### src/rtl/pipeline_spi_layer_control_pkg.sv
// Shared opcodes, FSM states and decode helpers for the multi-layer SPI overlay control block.
package pipeline_spi_layer_control_pkg;

    localparam logic [7:0] OP_RESET  = 8'h00;
    localparam logic [7:0] OP_MODE   = 8'h01;
    localparam logic [7:0] OP_FLAGS  = 8'h02;
    localparam logic [7:0] OP_SCALE  = 8'h03;
    localparam logic [7:0] OP_OFFX   = 8'h04;
    localparam logic [7:0] OP_OFFY   = 8'h05;
    localparam logic [7:0] OP_TRANSP = 8'h06;
    localparam logic [7:0] OP_CLIP_L = 8'h07;
    localparam logic [7:0] OP_CLIP_R = 8'h08;
    localparam logic [7:0] OP_CLIP_T = 8'h09;
    localparam logic [7:0] OP_CLIP_B = 8'h0A;
    localparam logic [7:0] OP_FREEZE = 8'h0B;
    localparam logic [7:0] OP_IMAGE  = 8'h0C;
    localparam logic [7:0] OP_FILTER = 8'h0E;
    localparam logic [7:0] OP_COMMIT = 8'h10;
    localparam logic [7:0] OP_NOP    = 8'hFF;

    localparam logic [15:0] FILTER_RESET = 16'h258C;

    typedef enum logic [2:0] {
        ST_IDLE     = 3'd0,
        ST_LAYER    = 3'd1,
        ST_ARG1     = 3'd2,
        ST_ARG2     = 3'd3,
        ST_APPLY    = 3'd4,
        ST_PASSTHRU = 3'd5
    } state_e;

    function automatic logic is_layer_op(input logic [7:0] op);
        return (op >= OP_MODE) && (op <= OP_FREEZE);
    endfunction

    function automatic logic is_known_op(input logic [7:0] op);
        return is_layer_op(op) || (op == OP_RESET) || (op == OP_FILTER) ||
               (op == OP_COMMIT) || (op == OP_IMAGE) || (op == OP_NOP);
    endfunction

    function automatic logic [1:0] arg_count(input logic [7:0] op);
        case (op)
            OP_MODE, OP_FLAGS, OP_SCALE, OP_TRANSP, OP_FREEZE:            return 2'd1;
            OP_OFFX, OP_OFFY, OP_CLIP_L, OP_CLIP_R, OP_CLIP_T, OP_CLIP_B,
            OP_FILTER:                                                    return 2'd2;
            default:                                                      return 2'd0;
        endcase
    endfunction

endpackage

### src/rtl/pipeline_spi_layer_control_regs.sv
// One foreground layer's shadow and live control registers; live copies shadow on commit.
module pipeline_spi_layer_control_regs
    import pipeline_spi_layer_control_pkg::*;
#(
    parameter int PRECISION              = 11,
    parameter int TRANSPARENCY_PRECISION = 3
) (
    input  logic                                clk,
    input  logic                                rst,
    input  logic                                wr_en,
    input  logic [7:0]                          wr_op,
    input  logic [15:0]                         wr_data,
    input  logic                                clear,
    input  logic                                commit,
    output logic [1:0]                          live_mode,
    output logic [1:0]                          live_scale,
    output logic [PRECISION:0]                  live_offset_x,
    output logic [PRECISION:0]                  live_offset_y,
    output logic [4*PRECISION-1:0]              live_clip,
    output logic [TRANSPARENCY_PRECISION-1:0]   live_transparency,
    output logic                                live_freeze
);
    localparam int P = PRECISION;
    localparam int T = TRANSPARENCY_PRECISION;

    logic [1:0]     mode_r;
    logic [1:0]     scale_r;
    logic [P:0]     offset_x_r;
    logic [P:0]     offset_y_r;
    logic [4*P-1:0] clip_r;
    logic [T-1:0]   transparency_r;
    logic           freeze_r;
    logic           unused_data_s;

    assign unused_data_s = ^wr_data[15:P+1];

    // shadow bank: field write truncates to the field width; FLAGS lands in default and is dropped
    always_ff @(posedge clk) begin
        if (rst || clear) begin
            mode_r         <= 2'd0;
            scale_r        <= 2'd0;
            offset_x_r     <= '0;
            offset_y_r     <= '0;
            clip_r         <= '0;
            transparency_r <= '0;
            freeze_r       <= 1'b0;
        end else if (wr_en) begin
            case (wr_op)
                OP_MODE:   mode_r               <= wr_data[1:0];
                OP_SCALE:  scale_r              <= wr_data[1:0];
                OP_OFFX:   offset_x_r           <= wr_data[P:0];
                OP_OFFY:   offset_y_r           <= wr_data[P:0];
                OP_CLIP_L: clip_r[0*P +: P]     <= wr_data[P-1:0];
                OP_CLIP_R: clip_r[1*P +: P]     <= wr_data[P-1:0];
                OP_CLIP_T: clip_r[2*P +: P]     <= wr_data[P-1:0];
                OP_CLIP_B: clip_r[3*P +: P]     <= wr_data[P-1:0];
                OP_TRANSP: transparency_r       <= wr_data[T-1:0];
                OP_FREEZE: freeze_r             <= wr_data[0];
                default:   ;
            endcase
        end
    end

    // live bank: takes the pre-write shadow value when a write coincides with commit
    always_ff @(posedge clk) begin
        if (rst) begin
            live_mode         <= 2'd0;
            live_scale        <= 2'd0;
            live_offset_x     <= '0;
            live_offset_y     <= '0;
            live_clip         <= '0;
            live_transparency <= '0;
            live_freeze       <= 1'b0;
        end else if (commit) begin
            live_mode         <= mode_r;
            live_scale        <= scale_r;
            live_offset_x     <= offset_x_r;
            live_offset_y     <= offset_y_r;
            live_clip         <= clip_r;
            live_transparency <= transparency_r;
            live_freeze       <= freeze_r;
        end
    end

endmodule

### src/rtl/pipeline_spi_layer_control.sv
// SPI command decoder driving per-layer shadow/live overlay controls, global chroma key and image passthrough.
module pipeline_spi_layer_control
    import pipeline_spi_layer_control_pkg::*;
#(
    parameter int PRECISION              = 11,
    parameter int NUM_LAYERS             = 2,
    parameter int TRANSPARENCY_PRECISION = 3,
    parameter int PIXEL_SIZE             = 16
) (
    input  logic                                         clk,
    input  logic                                         rst,
    input  logic                                         spi_active,
    input  logic [7:0]                                   byte_in,
    input  logic                                         byte_valid,
    input  logic                                         frame_start,
    output logic [2*NUM_LAYERS-1:0]                      ctrl_overlay_mode,
    output logic [2*NUM_LAYERS-1:0]                      ctrl_fg_scale,
    output logic [(PRECISION+1)*NUM_LAYERS-1:0]          ctrl_fg_offset_x,
    output logic [(PRECISION+1)*NUM_LAYERS-1:0]          ctrl_fg_offset_y,
    output logic [4*PRECISION*NUM_LAYERS-1:0]            ctrl_fg_clip,
    output logic [TRANSPARENCY_PRECISION*NUM_LAYERS-1:0] ctrl_fg_transparency,
    output logic [NUM_LAYERS-1:0]                        ctrl_fg_freeze,
    output logic [PIXEL_SIZE-1:0]                        ctrl_green_screen_filter,
    output logic [7:0]                                   img_byte,
    output logic                                         img_byte_valid,
    output logic                                         commit_pending,
    output logic                                         cmd_error
);
    localparam int P = PRECISION;
    localparam int T = TRANSPARENCY_PRECISION;

    state_e                state_r, state_s;
    logic [7:0]            op_r;
    logic [3:0]            layer_r;
    logic [15:0]           arg_r;
    logic                  discard_r;
    logic [PIXEL_SIZE-1:0] filter_shadow_r;
    logic                  bad_layer_s, apply_s, layer_wr_s, clear_s, commit_req_s;
    logic                  filter_wr_s, err_s, commit_s;

    assign bad_layer_s = (byte_in >= 8'(NUM_LAYERS));
    assign commit_s    = frame_start && commit_pending;

    // state register
    always_ff @(posedge clk) begin
        if (rst) state_r <= ST_IDLE;
        else     state_r <= state_s;
    end

    // next state: dropping slave-select abandons any command or upload in progress
    always_comb begin
        state_s = state_r;
        if (!spi_active) begin
            state_s = ST_IDLE;
        end else begin
            case (state_r)
                ST_IDLE: begin
                    if (byte_valid) begin
                        if (is_layer_op(byte_in))                               state_s = ST_LAYER;
                        else if ((byte_in == OP_RESET) || (byte_in == OP_COMMIT)) state_s = ST_APPLY;
                        else if (byte_in == OP_FILTER)                          state_s = ST_ARG1;
                        else if (byte_in == OP_IMAGE)                           state_s = ST_PASSTHRU;
                        else                                                    state_s = ST_IDLE;
                    end else begin
                        state_s = ST_IDLE;
                    end
                end
                ST_LAYER: if (byte_valid) state_s = ST_ARG1; else state_s = ST_LAYER;
                ST_ARG1: begin
                    if (byte_valid) state_s = (arg_count(op_r) == 2'd2) ? ST_ARG2 : ST_APPLY;
                    else            state_s = ST_ARG1;
                end
                ST_ARG2:     if (byte_valid) state_s = ST_APPLY; else state_s = ST_ARG2;
                ST_APPLY:    state_s = ST_IDLE;
                ST_PASSTHRU: state_s = ST_PASSTHRU;
                default:     state_s = ST_IDLE;
            endcase
        end
    end

    // decoded actions for the current state
    always_comb begin
        apply_s      = (state_r == ST_APPLY) && spi_active && !discard_r;
        layer_wr_s   = apply_s && is_layer_op(op_r);
        clear_s      = apply_s && (op_r == OP_RESET);
        commit_req_s = apply_s && (op_r == OP_COMMIT);
        filter_wr_s  = apply_s && (op_r == OP_FILTER);
        if (spi_active && byte_valid) begin
            if (state_r == ST_IDLE)       err_s = !is_known_op(byte_in);
            else if (state_r == ST_LAYER) err_s = bad_layer_s;
            else                          err_s = 1'b0;
        end else begin
            err_s = 1'b0;
        end
    end

    // command capture: opcode, layer index and big-endian argument shift
    always_ff @(posedge clk) begin
        if (rst) begin
            op_r      <= OP_NOP;
            layer_r   <= 4'd0;
            arg_r     <= 16'd0;
            discard_r <= 1'b0;
        end else if (spi_active && byte_valid) begin
            case (state_r)
                ST_IDLE: begin
                    op_r      <= byte_in;
                    arg_r     <= 16'd0;
                    discard_r <= 1'b0;
                end
                ST_LAYER: begin
                    layer_r   <= byte_in[3:0];
                    discard_r <= bad_layer_s;
                end
                ST_ARG1, ST_ARG2: arg_r <= {arg_r[7:0], byte_in};
                default: ;
            endcase
        end
    end

    // commit handshake and sticky error; a new request outranks a same-cycle commit
    always_ff @(posedge clk) begin
        if (rst) begin
            commit_pending <= 1'b0;
            cmd_error      <= 1'b0;
        end else begin
            if (commit_req_s || clear_s) commit_pending <= 1'b1;
            else if (commit_s)           commit_pending <= 1'b0;
            if (clear_s)     cmd_error <= 1'b0;
            else if (err_s)  cmd_error <= 1'b1;
        end
    end

    // global chroma key, shadowed like the per-layer fields
    always_ff @(posedge clk) begin
        if (rst) begin
            filter_shadow_r          <= PIXEL_SIZE'(FILTER_RESET);
            ctrl_green_screen_filter <= PIXEL_SIZE'(FILTER_RESET);
        end else begin
            if (clear_s)          filter_shadow_r <= PIXEL_SIZE'(FILTER_RESET);
            else if (filter_wr_s) filter_shadow_r <= arg_r[PIXEL_SIZE-1:0];
            if (commit_s) ctrl_green_screen_filter <= filter_shadow_r;
        end
    end

    // image upload forwarding
    always_ff @(posedge clk) begin
        if (rst) begin
            img_byte       <= 8'd0;
            img_byte_valid <= 1'b0;
        end else begin
            img_byte_valid <= (state_r == ST_PASSTHRU) && spi_active && byte_valid;
            if ((state_r == ST_PASSTHRU) && spi_active && byte_valid) img_byte <= byte_in;
        end
    end

    for (genvar k = 0; k < NUM_LAYERS; k++) begin : g_layer
        pipeline_spi_layer_control_regs #(
            .PRECISION              (P),
            .TRANSPARENCY_PRECISION (T)
        ) u_regs (
            .clk               (clk),
            .rst               (rst),
            .wr_en             (layer_wr_s && (layer_r == 4'(k))),
            .wr_op             (op_r),
            .wr_data           (arg_r),
            .clear             (clear_s),
            .commit            (commit_s),
            .live_mode         (ctrl_overlay_mode[2*k +: 2]),
            .live_scale        (ctrl_fg_scale[2*k +: 2]),
            .live_offset_x     (ctrl_fg_offset_x[(P+1)*k +: P+1]),
            .live_offset_y     (ctrl_fg_offset_y[(P+1)*k +: P+1]),
            .live_clip         (ctrl_fg_clip[4*P*k +: 4*P]),
            .live_transparency (ctrl_fg_transparency[T*k +: T]),
            .live_freeze       (ctrl_fg_freeze[k])
        );
    end

endmodule
### config.mk
export PLATFORM = sky130hd
export DESIGN_NAME = pipeline_spi_layer_control
export DESIGN_NICKNAME = d
export VERILOG_FILES = /design/src/rtl/pipeline_spi_layer_control_pkg.sv /design/src/rtl/pipeline_spi_layer_control_regs.sv /design/src/rtl/pipeline_spi_layer_control.sv
export SDC_FILE = /design/constraint.sdc
export NUM_CORES = 1
export LEC_CHECK = 0
export ABC_CLOCK_PERIOD_IN_PS = 2400
export CORE_AREA = 2 2 218 134
export CTS_BUF_LIST = sky130_fd_sc_hd__clkbuf_4 sky130_fd_sc_hd__clkbuf_8
export DETAILED_ROUTE_END_ITERATION = 12
export DIE_AREA = 0 0 220 136
export PLACE_DENSITY = 0.77
export SLEW_MARGIN = 20
export SYNTH_ARGS = -nofsm -noshare
export SYNTH_HDL_FRONTEND = slang
export SYNTH_SLANG_ARGS = --single-unit
export TNS_END_PERCENT = 20
### constraint.sdc
create_clock -name clk -period 2.4 [get_ports clk]
set_input_delay 0.48 -clock clk [delete_from_list [all_inputs] [get_ports clk]]
set_output_delay 0.48 -clock clk [all_outputs]
set_load 0.02 [all_outputs]
==> metrics.md <==
| Metric | Value |
|---|---|
| Status | `complete, no violations` |
| CTS root buf | `clkbuf_8` |
| FF+latch count, synth | `381` |
| Most common cell after layout, fill and taps aside | `nand2_1` |
| Max-capacitance violation count | `0` |
| Largest family of logic cells by synthesized area | `simple AND/OR/NAND/NOR gates` |
| Mapped Area | `0.01465 mm2` |
| Period utilization | `0.9377` |
| Syn_nets | `1804` |
| Number of gates resized after CTS | `0` |
| CTS HTree Levels | `2` |
| Clk sink count | `381` |
| DRC | `0` |
| Most Crowded Layer GR | `met2` |
| Worst EP arrival | `2730 ps` |
| WL/cell | `18.09 um` |
| Sequential area share after synthesis | `0.5207` |
| Die Wd | `220 um` |
| # Post-CTS Setup Buffers | `0` |
| Compound-gate portion of the synthesized area | `0.1711` |
| DR vias/cell | `5.704` |
| CP endpoint | `g_layer[0].u_regs.clip_r[4]` |
| Main synth FF type | `dfxtp_1` |
| CP startpoint | `state_r[1]` |
| Hold buffers post-CTS | `0` |
| Peak fanout along the critical path | `30` |
| Clk_skew | `30.32 ps` |
| Synth async-reset ratio | `0` |
| DIE HEIGHT | `136 um` |
| Initial core utilization | `0.5212` |
| Final slew viol count | `0` |
| CTS tree | `yes` |
| Fin crit period | `2250 ps` |
| Fin. Hold Viols | `0` |
| Worst path max stage delay | `480 ps` |
| Hold slack | `350.1 ps` |
| Worst-path cell chain | `or3_4 -> or4_1 -> buf_4 -> buf_4 -> o21ai_0 -> mux2i_1` |
| Via count | `13.54k` |
| Fill cell count | `2377` |
| Ant. Diodes | `0` |
| Most numerous cell on the critical path | `buf_4` |
| Setup TNS | `0 ps` |
| CP Class | `flop to flop` |
| Commonest non-fill, non-tap cells in the layout | `nand2_1 (393), dfxtp_1 (381), a21oi_1 (283)` |
| Sequential cell area | `0.007627 mm2` |
| Synth unique cells | `44` |
| Max Freq | `444.4 MHz` |
| CP Data Required Time | `2880 ps` |
| Dpl cell area | `0.01716 mm2` |
| Worst Tran Pin Value | `656.0 ps` |
| DRT iter0 DRCs | `1542` |
| R2R Setup Slk | `150 ps` |
| Synth warn | `0` |
| Post-route ant nets | `0` |
| Die footprint | `0.02992 mm2` |
| Post-Synth Simple-Gate Area | `0.2200` |
| Synth Area in Adders | `0` |
| First-pass GRT wire length | `67.68 mm` |
| Layout area overhead | `25.20%` |
| Met2 GRT Util | `0.4305` |
| Leak Pwr | `6.380 nW` |
| Synthesized area per cell | `8.179 um2` |
| Reg-to-reg endpoint | `g_layer[0].u_regs.clip_r[4]` |
| Overall routed net length | `42.94 mm` |
| Initial antenna violation count | `0` |
| CP max-delay cell | `or4_1` |
| R2R cell count | `6` |
| Relative slew slack | `0.5621` |
| Clock Path Buffers | `3` |
| Worst-path clk slew | `60 ps` |
| GRT Util Overall | `0.2833` |
| Unrepaired setup endpoints after global routing | `false` |
| EDFF count, synth | `0` |
| Share of cells above drive strength 1 | `0.1006` |
| Final Util | `0.6525` |
| Crit end category | `flop` |
| PwrDens | `657.2 mW/mm2` |
| Synth Area in XOR/XNOR | `0` |
| Post-synthesis mux area share | `0.04031` |
| Grt ovf | `0` |
| Hold crit path type | `input pin to flop` |
| Post-layout worst setup margin | `149.5 ps` |
| Number of endpoints failing setup at the final stage | `0` |
| TritonRoute pass-1 iters | `7` |
| GR Layer Usage met1 | `0.4006` |
| RR Startpoint | `state_r[1]` |
| Vias in the first global route | `12.83k` |
| Final Instance Area | `0.01834 mm2` |
| Nets@finish | `1968` |
| DP HPWL | `28.20 mm` |
| DP Worst Slack | `-141.5 ps` |
| Core ar. | `0.02811 mm2` |
| Cells after Synth | `1791` |
| CP startpoint kind | `flop` |
| Peak supply drop | `0.3525 mV` |
| Area of the multi-input gates | `0.006350 mm2` |
| Total CTS buffers | `54` |
| I/O Pins | `192` |
| Largest net degree at the start of global routing | `70` |
| Worst skew pair latency | `620 ps` |
| Met3 Usage GRT | `0.06779` |
| Site row count | `48` |
| GPL Wtd Cong | `0.8606` |
| Buffers on Ports | `191` |
-- metal layers --
layer  share of wire  wire length [um]
met5               0                 0
met1            0.45             19270
met3           0.085              3659
met2            0.45             19200
met4           0.019               804
-- metrics by stage --
stage | std cells | power (mW)
finish | 2374 | 12.05
global route | 2374 | 12.43
CTS | 2374 | 12.13
detailed placement | 2274 | 6.769
global placement | 2274 | 6.766
floorplan | 1791 | 6.659
-- cells by family (layout without fill, tap and decap cells) --
family                 count (synthesis)  count (layout)
buffers and inverters                173             381
and+or+nand+nor                      695             695
muxes                                 59              59
DFF                                  381             381
AOI/OAI and AO/OA                    483             483
-- critical path, delay by kind of cell, from the launching register on --
kind | cells | cell delay, ps
compound gates | 1 | 220
buf+inv | 2 | 480
flops | 1 | 400
mux | 1 | 110
simple gates | 2 | 910
-- synthesized netlist by cell type (3+ instances only) --
master    instances  share of area
and3_1            4         0.0017
a31oi_1           4         0.0017
or3_1             6         0.0026
a22oi_1          16         0.0082
nor2_1           38         0.0097
nand2_1         394           0.10
o21ai_0         169          0.058
mux2i_1          59          0.040
dfxtp_1         381           0.52
nand4_1          16         0.0068
buf_2            24         0.0082
inv_1             4         0.0010
nor4_2            3         0.0026
or4_1             6         0.0031
clkbuf_1        133          0.034
nor4_1            3         0.0013
nand3_1         105          0.036
nor3_1           10         0.0034
nor2b_1          64          0.027
nand2b_1         10         0.0043
buf_1             8         0.0020
nand3b_1         22          0.011
a21oi_1         283          0.097
-- cell type report --
class	instances	share of cell area
sequential	381	0.4159
multi-input combinational	1237	0.3462
timing repair buffer	277	0.1472
clock buffer	86	0.06010
tap	375	0.02558
clock inverter	14	0.004230
inverter	4	0.0008187
-- sequential cells by signal (all words and copies together), names as in the netlist, 2 cells and up, named ones only --
| register | flops |
|---|---|
| g_layer.u_regs.mode_r | 4 |
| layer_r | 4 |
| g_layer.u_regs.offset_x_r | 24 |
| g_layer.u_regs.live_offset_x | 24 |
| img_byte | 8 |
| arg_r | 16 |
| g_layer.u_regs.scale_r | 4 |
| g_layer.u_regs.live_freeze | 2 |
| g_layer.u_regs.live_offset_y | 24 |
| g_layer.u_regs.live_scale | 4 |
| g_layer.u_regs.live_transparency | 6 |
| g_layer.u_regs.live_clip | 88 |
| g_layer.u_regs.offset_y_r | 24 |
| g_layer.u_regs.clip_r | 88 |
| state_r | 3 |
| g_layer.u_regs.transparency_r | 6 |
| filter_shadow_r | 16 |
| g_layer.u_regs.live_mode | 4 |
| g_layer.u_regs.freeze_r | 2 |
| op_r | 8 |
| ctrl_green_screen_filter | 16 |
-- power by group --
part           internal (mW)  switching (mW)
Sequential              6.34          0.0183
Combinational         0.0857           0.195
Clock                   2.93            2.49
Total                   9.35            2.71
-- worst min-delay path by stage --
stage	slack, ps	end	startpoint	cells after the start
after floorplan	430	g_layer[0].u_regs.live_clip[0]	g_layer[0].u_regs.clip_r[0]	2
after global placement	430	g_layer[0].u_regs.live_offset_y[9]	g_layer[0].u_regs.offset_y_r[9]	2
after detailed placement	440	g_layer[0].u_regs.live_clip[39]	g_layer[0].u_regs.clip_r[39]	2
after CTS	310	arg_r[3]	rst	2
after global routing	350	arg_r[3]	rst	2
final	350	arg_r[15]	rst	2
Power figures use the tool's default switching activity.
